==> config.mk <==
export PLATFORM = sky130hd
export DESIGN_NAME = wall_scan_ctrl
export DESIGN_NICKNAME = d
export VERILOG_FILES = /design/src/rtl/wall_pkg.sv /design/src/rtl/wall_adjacency.sv /design/src/rtl/wall_scan_ctrl.sv
export SDC_FILE = /design/constraint.sdc
export NUM_CORES = 1
export LEC_CHECK = 0
export ABC_CLOCK_PERIOD_IN_PS = 2350
export BUFFER_PORTS_ARGS = -buffer_cell sky130_fd_sc_hd__buf_2
export CORE_UTILIZATION = 50
export DETAILED_ROUTE_END_ITERATION = 8
export PLACE_DENSITY_LB_ADDON = 0.2
export SKIP_CTS_REPAIR_TIMING = 1
export SYNTH_ARGS = -nofsm -noshare
export SYNTH_HDL_FRONTEND = slang
export SYNTH_SLANG_ARGS = --single-unit
==> constraint.sdc <==
create_clock -name clk -period 2.35 [get_ports clk]
set_input_delay 0.235 -clock clk [delete_from_list [all_inputs] [get_ports clk]]
set_output_delay 0.235 -clock clk [all_outputs]
set_load 0.005 [all_outputs]
==> src/rtl/wall_pkg.sv <==
// Shared constants and FSM encoding for the per-frame wall collision scan.
package wall_pkg;

  localparam int unsigned TILE = 20;

  localparam int COL_LEFT  = 0;
  localparam int COL_RIGHT = 1;
  localparam int COL_DOWN  = 2;
  localparam int COL_UP    = 3;

  typedef enum logic [1:0] {
    IDLE  = 2'd0,
    SCAN  = 2'd1,
    DRAIN = 2'd2,
    DONE  = 2'd3
  } state_t;

endpackage

==> src/rtl/wall_adjacency.sv <==
// Combinational contact test between the player tile and one wall tile.
module wall_adjacency
  import wall_pkg::*;
#(
  parameter int unsigned TILE_PX = TILE
) (
  input  logic [9:0] ph,
  input  logic [9:0] pv,
  input  logic [9:0] wh,
  input  logic [9:0] wv,
  output logic [3:0] adj
);

  // Everything is compared as sums in 11 bits so a coordinate of 0 never wraps.
  logic [10:0] tile_w;
  logic [10:0] ph_w, pv_w, wh_w, wv_w;
  logic [10:0] ph_end, pv_end, wh_end, wv_end;
  logic        h_ovl, v_ovl;

  assign tile_w = 11'(TILE_PX);
  assign ph_w   = {1'b0, ph};
  assign pv_w   = {1'b0, pv};
  assign wh_w   = {1'b0, wh};
  assign wv_w   = {1'b0, wv};
  assign ph_end = ph_w + tile_w;
  assign pv_end = pv_w + tile_w;
  assign wh_end = wh_w + tile_w;
  assign wv_end = wv_w + tile_w;

  assign v_ovl = (pv_end > wv_w) && (pv_w < wv_end);
  assign h_ovl = (ph_end > wh_w) && (ph_w < wh_end);

  // NOTE: default every output first so no path through the block infers a latch.
  always_comb begin
    adj = 4'b0000;
    if (v_ovl) begin
      adj[COL_LEFT]  = (ph_w == wh_end);
      adj[COL_RIGHT] = (ph_end == wh_w);
    end
    if (h_ovl) begin
      adj[COL_DOWN] = (pv_end == wv_w);
      adj[COL_UP]   = (pv_w == wv_end);
    end
  end

endmodule

==> src/rtl/wall_scan_ctrl.sv <==
// Walks the wall table once per frame tick and publishes the blocked-direction
// mask; movement requests are gated against the last completed scan.
module wall_scan_ctrl
  import wall_pkg::*;
#(
  parameter int N_WALLS = 32,
  parameter int ADDR_W  = 5
) (
  input  logic              clk,
  input  logic              rst,
  input  logic              start,
  input  logic [9:0]        pos_h_CY,
  input  logic [9:0]        pos_v_CY,
  output logic              wall_rd_en,
  output logic [ADDR_W-1:0] wall_addr,
  input  logic [9:0]        wall_h,
  input  logic [9:0]        wall_v,
  input  logic              wall_en,
  output logic              busy,
  output logic              done,
  output logic [3:0]        collision,
  input  logic [3:0]        move_req,
  output logic [3:0]        move_grant
);

  localparam logic [ADDR_W-1:0] LAST_ADDR = ADDR_W'(N_WALLS - 1);

  state_t     state;
  logic [9:0] ph_q, pv_q;
  logic       rd_valid;
  logic [3:0] acc;
  logic [3:0] wall_adj;
  logic [3:0] wall_contrib;

  wall_adjacency #(.TILE_PX(TILE)) u_adj (
    .ph  (ph_q),
    .pv  (pv_q),
    .wh  (wall_h),
    .wv  (wall_v),
    .adj (wall_adj)
  );

  // Read data trails the strobe by one cycle; only those cycles carry a wall.
  assign wall_contrib = (rd_valid && wall_en) ? wall_adj : 4'b0000;
  assign move_grant   = move_req & ~collision;

  // NOTE: sequential state uses non-blocking assignments so every register
  // samples the pre-edge values regardless of statement order.
  always_ff @(posedge clk) begin
    if (rst) begin
      state      <= IDLE;
      ph_q       <= '0;
      pv_q       <= '0;
      rd_valid   <= 1'b0;
      acc        <= '0;
      wall_rd_en <= 1'b0;
      wall_addr  <= '0;
      busy       <= 1'b0;
      done       <= 1'b0;
      collision  <= '0;
    end else begin
      rd_valid <= wall_rd_en;
      done     <= 1'b0;
      case (state)
        IDLE: begin
          if (start) begin
            ph_q       <= pos_h_CY;
            pv_q       <= pos_v_CY;
            acc        <= '0;
            wall_rd_en <= 1'b1;
            wall_addr  <= '0;
            busy       <= 1'b1;
            state      <= SCAN;
          end
        end
        SCAN: begin
          acc <= acc | wall_contrib;
          if (wall_addr == LAST_ADDR) begin
            wall_rd_en <= 1'b0;
            state      <= DRAIN;
          end else begin
            wall_addr <= wall_addr + ADDR_W'(1);
          end
        end
        DRAIN: begin
          // Fold the final read in directly so collision only ever sees a full scan.
          collision <= acc | wall_contrib;
          done      <= 1'b1;
          state     <= DONE;
        end
        DONE: begin
          busy  <= 1'b0;
          state <= IDLE;
        end
        default: state <= IDLE;
      endcase
    end
  end

endmodule
==> results.json <==
{
  "final.min_clock_period_ns": 2.36,
  "hold_viol": 0,
  "cts_buffers": 5,
  "period_share": 1.00,
  "setup-tns-final_ns": -0.0116,
  "ys_types": 44,
  "crit_chain": "ha_4, o21a_1, nand3_1, xnor2_1, ha_1, nand3_2, a211oi_2, a21boi_2, o2111ai_2, a311oi_1",
  "clock_sinks": 39,
  "setup_viol": 1,
  "power.leakage_uw": 0.00183,
  "crit_path_start_kind": "flip-flop",
  "synthFlopType": "dfxtp_1",
  "grt_max_degree": 31,
  "syn_to_final_growth_pct": 30.8,
  "grt_pass1_wl_um": 12800,
  "place_ws_ns": -0.180,
  "post_drt_wl_per_cell_um": 14.0,
  "cts_tree": "built",
  "violations": "negative setup slack",
  "syn_nets": 473,
  "cap_violations": 0,
  "grt.overflow.total": 0,
  "clk_pin_slew_ns": 0.08,
  "drive_gt1_frac": 0.297,
  "ys_seq_area_frac": 0.260,
  "die_h_um": 79.5,
  "io_pins": 64,
  "critPathKind": "flip-flop to flip-flop",
  "peakVddDrop_v": 0.000529,
  "cts_max_path_buffers": 2,
  "syn_area_mm2": 0.00300,
  "cp_top_family": "compound AO/OA/AOI/OAI gates",
  "antenna_found_initial": 0,
  "num_vias": 2997,
  "maxSlewViolCount": 0,
  "grt_setup_unrepaired": "yes",
  "path_buf_inv": 0,
  "grt_usage": 0.257,
  "synth_edf_count": 0,
  "worst_pin_slew_ns": 0.388,
  "synth-seq-cells": 39,
  "start_util": 0.532,
  "die-area_mm2": 0.00631,
  "syn-instance-count": 379,
  "gp_congestion": 0.896,
  "status": "finished with violations",
  "path_max_fanout": 4,
  "fp.dieW_um": 79.5,
  "root_buffer": "clkbuf_8",
  "io_buffers": 63,
  "grt_pass1_vias": 2910,
  "finalClockSkew_ns": 0.0120,
  "dr.pass1.iters": 4,
  "via_per_inst": 5.45,
  "p_per_area_mw_per_mm2": 732,
  "async_flop_share": 0,
  "core_mm2": 0.00564,
  "postRouteAntennaNets": 0,
  "relSlewSlack": 0.738,
  "syn_avg_cell_area_um2": 7.91,
  "drcViolationCount": 0,
  "slowest_stage": "dfxtp_4",
  "post-dp-hpwl_um": 5950,
  "hold_class": "input pin to flip-flop",
  "max_freq_mhz": 423,
  "drt_iter0_drc": 104,
  "routed_wl_um": 7700,
  "worstPathRequired_ns": 2.55,
  "crit_arrival_ns": 2.57,
  "insertion_delay_ns": 0.30,
  "endpoint_kind": "flip-flop",
  "num_rows": 27,
  "nNetsFinal": 571,
  "diodes": 0,
  "synth-warning-count": 0,
  "crit_path_max_incr_delay_ns": 0.39,
  "h-tree-depth": 2,
  "fin_ws_ns": -0.0116
}
[through the flow]
| stage | cell area, um2 | util | hold slack, ns | instances | total power [uW] |
|---|---|---|---|---|---|
| 6_report | 3920 | 0.695 | 0.160 | 550 | 2870 |
| 2_1_floorplan | 3000 | - | 0.371 | 379 | 1730 |
| 3_5_place_dp | 3610 | 0.640 | 0.455 | 536 | 2170 |
| 5_1_grt | 3920 | 0.695 | 0.148 | 550 | 3100 |
| 4_1_cts | 3730 | 0.661 | 0.155 | 544 | 2790 |
| 3_3_place_gp | 3610 | 0.640 | 0.443 | 536 | 2130 |
[state kept, by name, summed over array words and instances, names as in the netlist, 2 cells and up]
signal,count
pv_q,10
wall_addr,5
ph_q,10
acc,4
collision,4
state,2
[layout make-up]
class / instances / area, um2
repair buffers: 102 / 627
flip-flops and latches: 39 / 792
inverters: 33 / 124
fillers: 462 / 1720
well taps: 72 / 90.1
clock inverters: 2 / 35.0
clock buffers: 6 / 82.6
multi-input cells: 296 / 2170
[cell usage after synthesis (2+ instances only)]
cell | count | share of area
and2_1 | 2 | 0.0042
a21oi_1 | 39 | 0.065
ha_1 | 46 | 0.19
and3_1 | 3 | 0.0063
xnor2_1 | 20 | 0.058
nor3_1 | 7 | 0.012
a311oi_1 | 4 | 0.012
nor2b_1 | 9 | 0.019
nand2b_1 | 3 | 0.0063
o21a_1 | 2 | 0.0050
buf_1 | 2 | 0.0025
a22oi_1 | 2 | 0.0050
nand2_1 | 56 | 0.070
a21o_1 | 8 | 0.020
nand3_1 | 11 | 0.018
clkbuf_1 | 9 | 0.011
o2111ai_1 | 7 | 0.020
o22ai_1 | 2 | 0.0042
o21ai_0 | 13 | 0.022
nor2_1 | 24 | 0.030
nand4_1 | 7 | 0.015
o211ai_1 | 2 | 0.0050
xor2_1 | 6 | 0.018
dfxtp_1 | 39 | 0.26
inv_1 | 33 | 0.041
a211oi_2 | 3 | 0.013
a211oi_1 | 3 | 0.0075
[worst paths after layout]
path	startpoint	end	slack, ns	cells after the start
worst min-delay path	pos_v_CY[2]	pv_q[2]	0.16	3
worst min register to register	acc[2]	acc[2]	0.47	2
worst max-delay path	ph_q[3]	collision[1]	-0.01	10
worst max register to register	ph_q[3]	collision[1]	-0.01	10
[layout by cell type, fill, tap and decap left out, types with 2 or more instances in the layout]
| cell type | count |
|---|---|
| a211oi_2 | 5 |
| a21o_1 | 8 |
| a21oi_1 | 34 |
| a21oi_2 | 4 |
| a22oi_1 | 2 |
| a311oi_1 | 3 |
| and2_1 | 2 |
| and3_1 | 3 |
| buf_2 | 63 |
| buf_4 | 34 |
| buf_6 | 5 |
| clkbuf_8 | 6 |
| dfxtp_1 | 34 |
| dfxtp_2 | 3 |
| dfxtp_4 | 2 |
| ha_1 | 44 |
| ha_4 | 2 |
| inv_1 | 33 |
| nand2_1 | 56 |
| nand2b_1 | 3 |
| nand3_1 | 9 |
| nand3_2 | 2 |
| nand4_1 | 7 |
| nor2_1 | 23 |
| nor2b_1 | 8 |
| nor3_1 | 7 |
| o2111ai_1 | 6 |
| o211ai_1 | 2 |
| o21a_1 | 2 |
| o21ai_0 | 9 |
| o21ai_1 | 3 |
| o22ai_1 | 2 |
| xnor2_1 | 18 |
| xnor2_2 | 2 |
| xor2_1 | 6 |
[layer usage]
layer / share of wire / track usage
met4: 0.013 / 0.0673
met1: 0.46 / 0.323
met5: 0 / 0
met3: 0.044 / 0.0411
met2: 0.48 / 0.450
[kinds of logic (layout without fill, tap and decap cells)]
group           count (synthesis)  in the layout  synth area share
compound gates                 96             96             0.220
xor+xnor                       26             26            0.0759
fa+ha+maj                      46             46             0.192
buf+inv                        44            143            0.0551
flops                          39             39             0.260
mux                             1              1           0.00334
simple gates                  127            127             0.193
[worst min-delay path, stage by stage]
cell	delay, ns
buf_2	0.09
nand2_1	0.04
a21oi_1	0.05
[power breakdown]
part	switching [uW]	total (uW)	internal, uW
Combinational	734	1340	606
Sequential	147	935	788
Clock	254	598	344
Power figures use the tool's default switching activity.
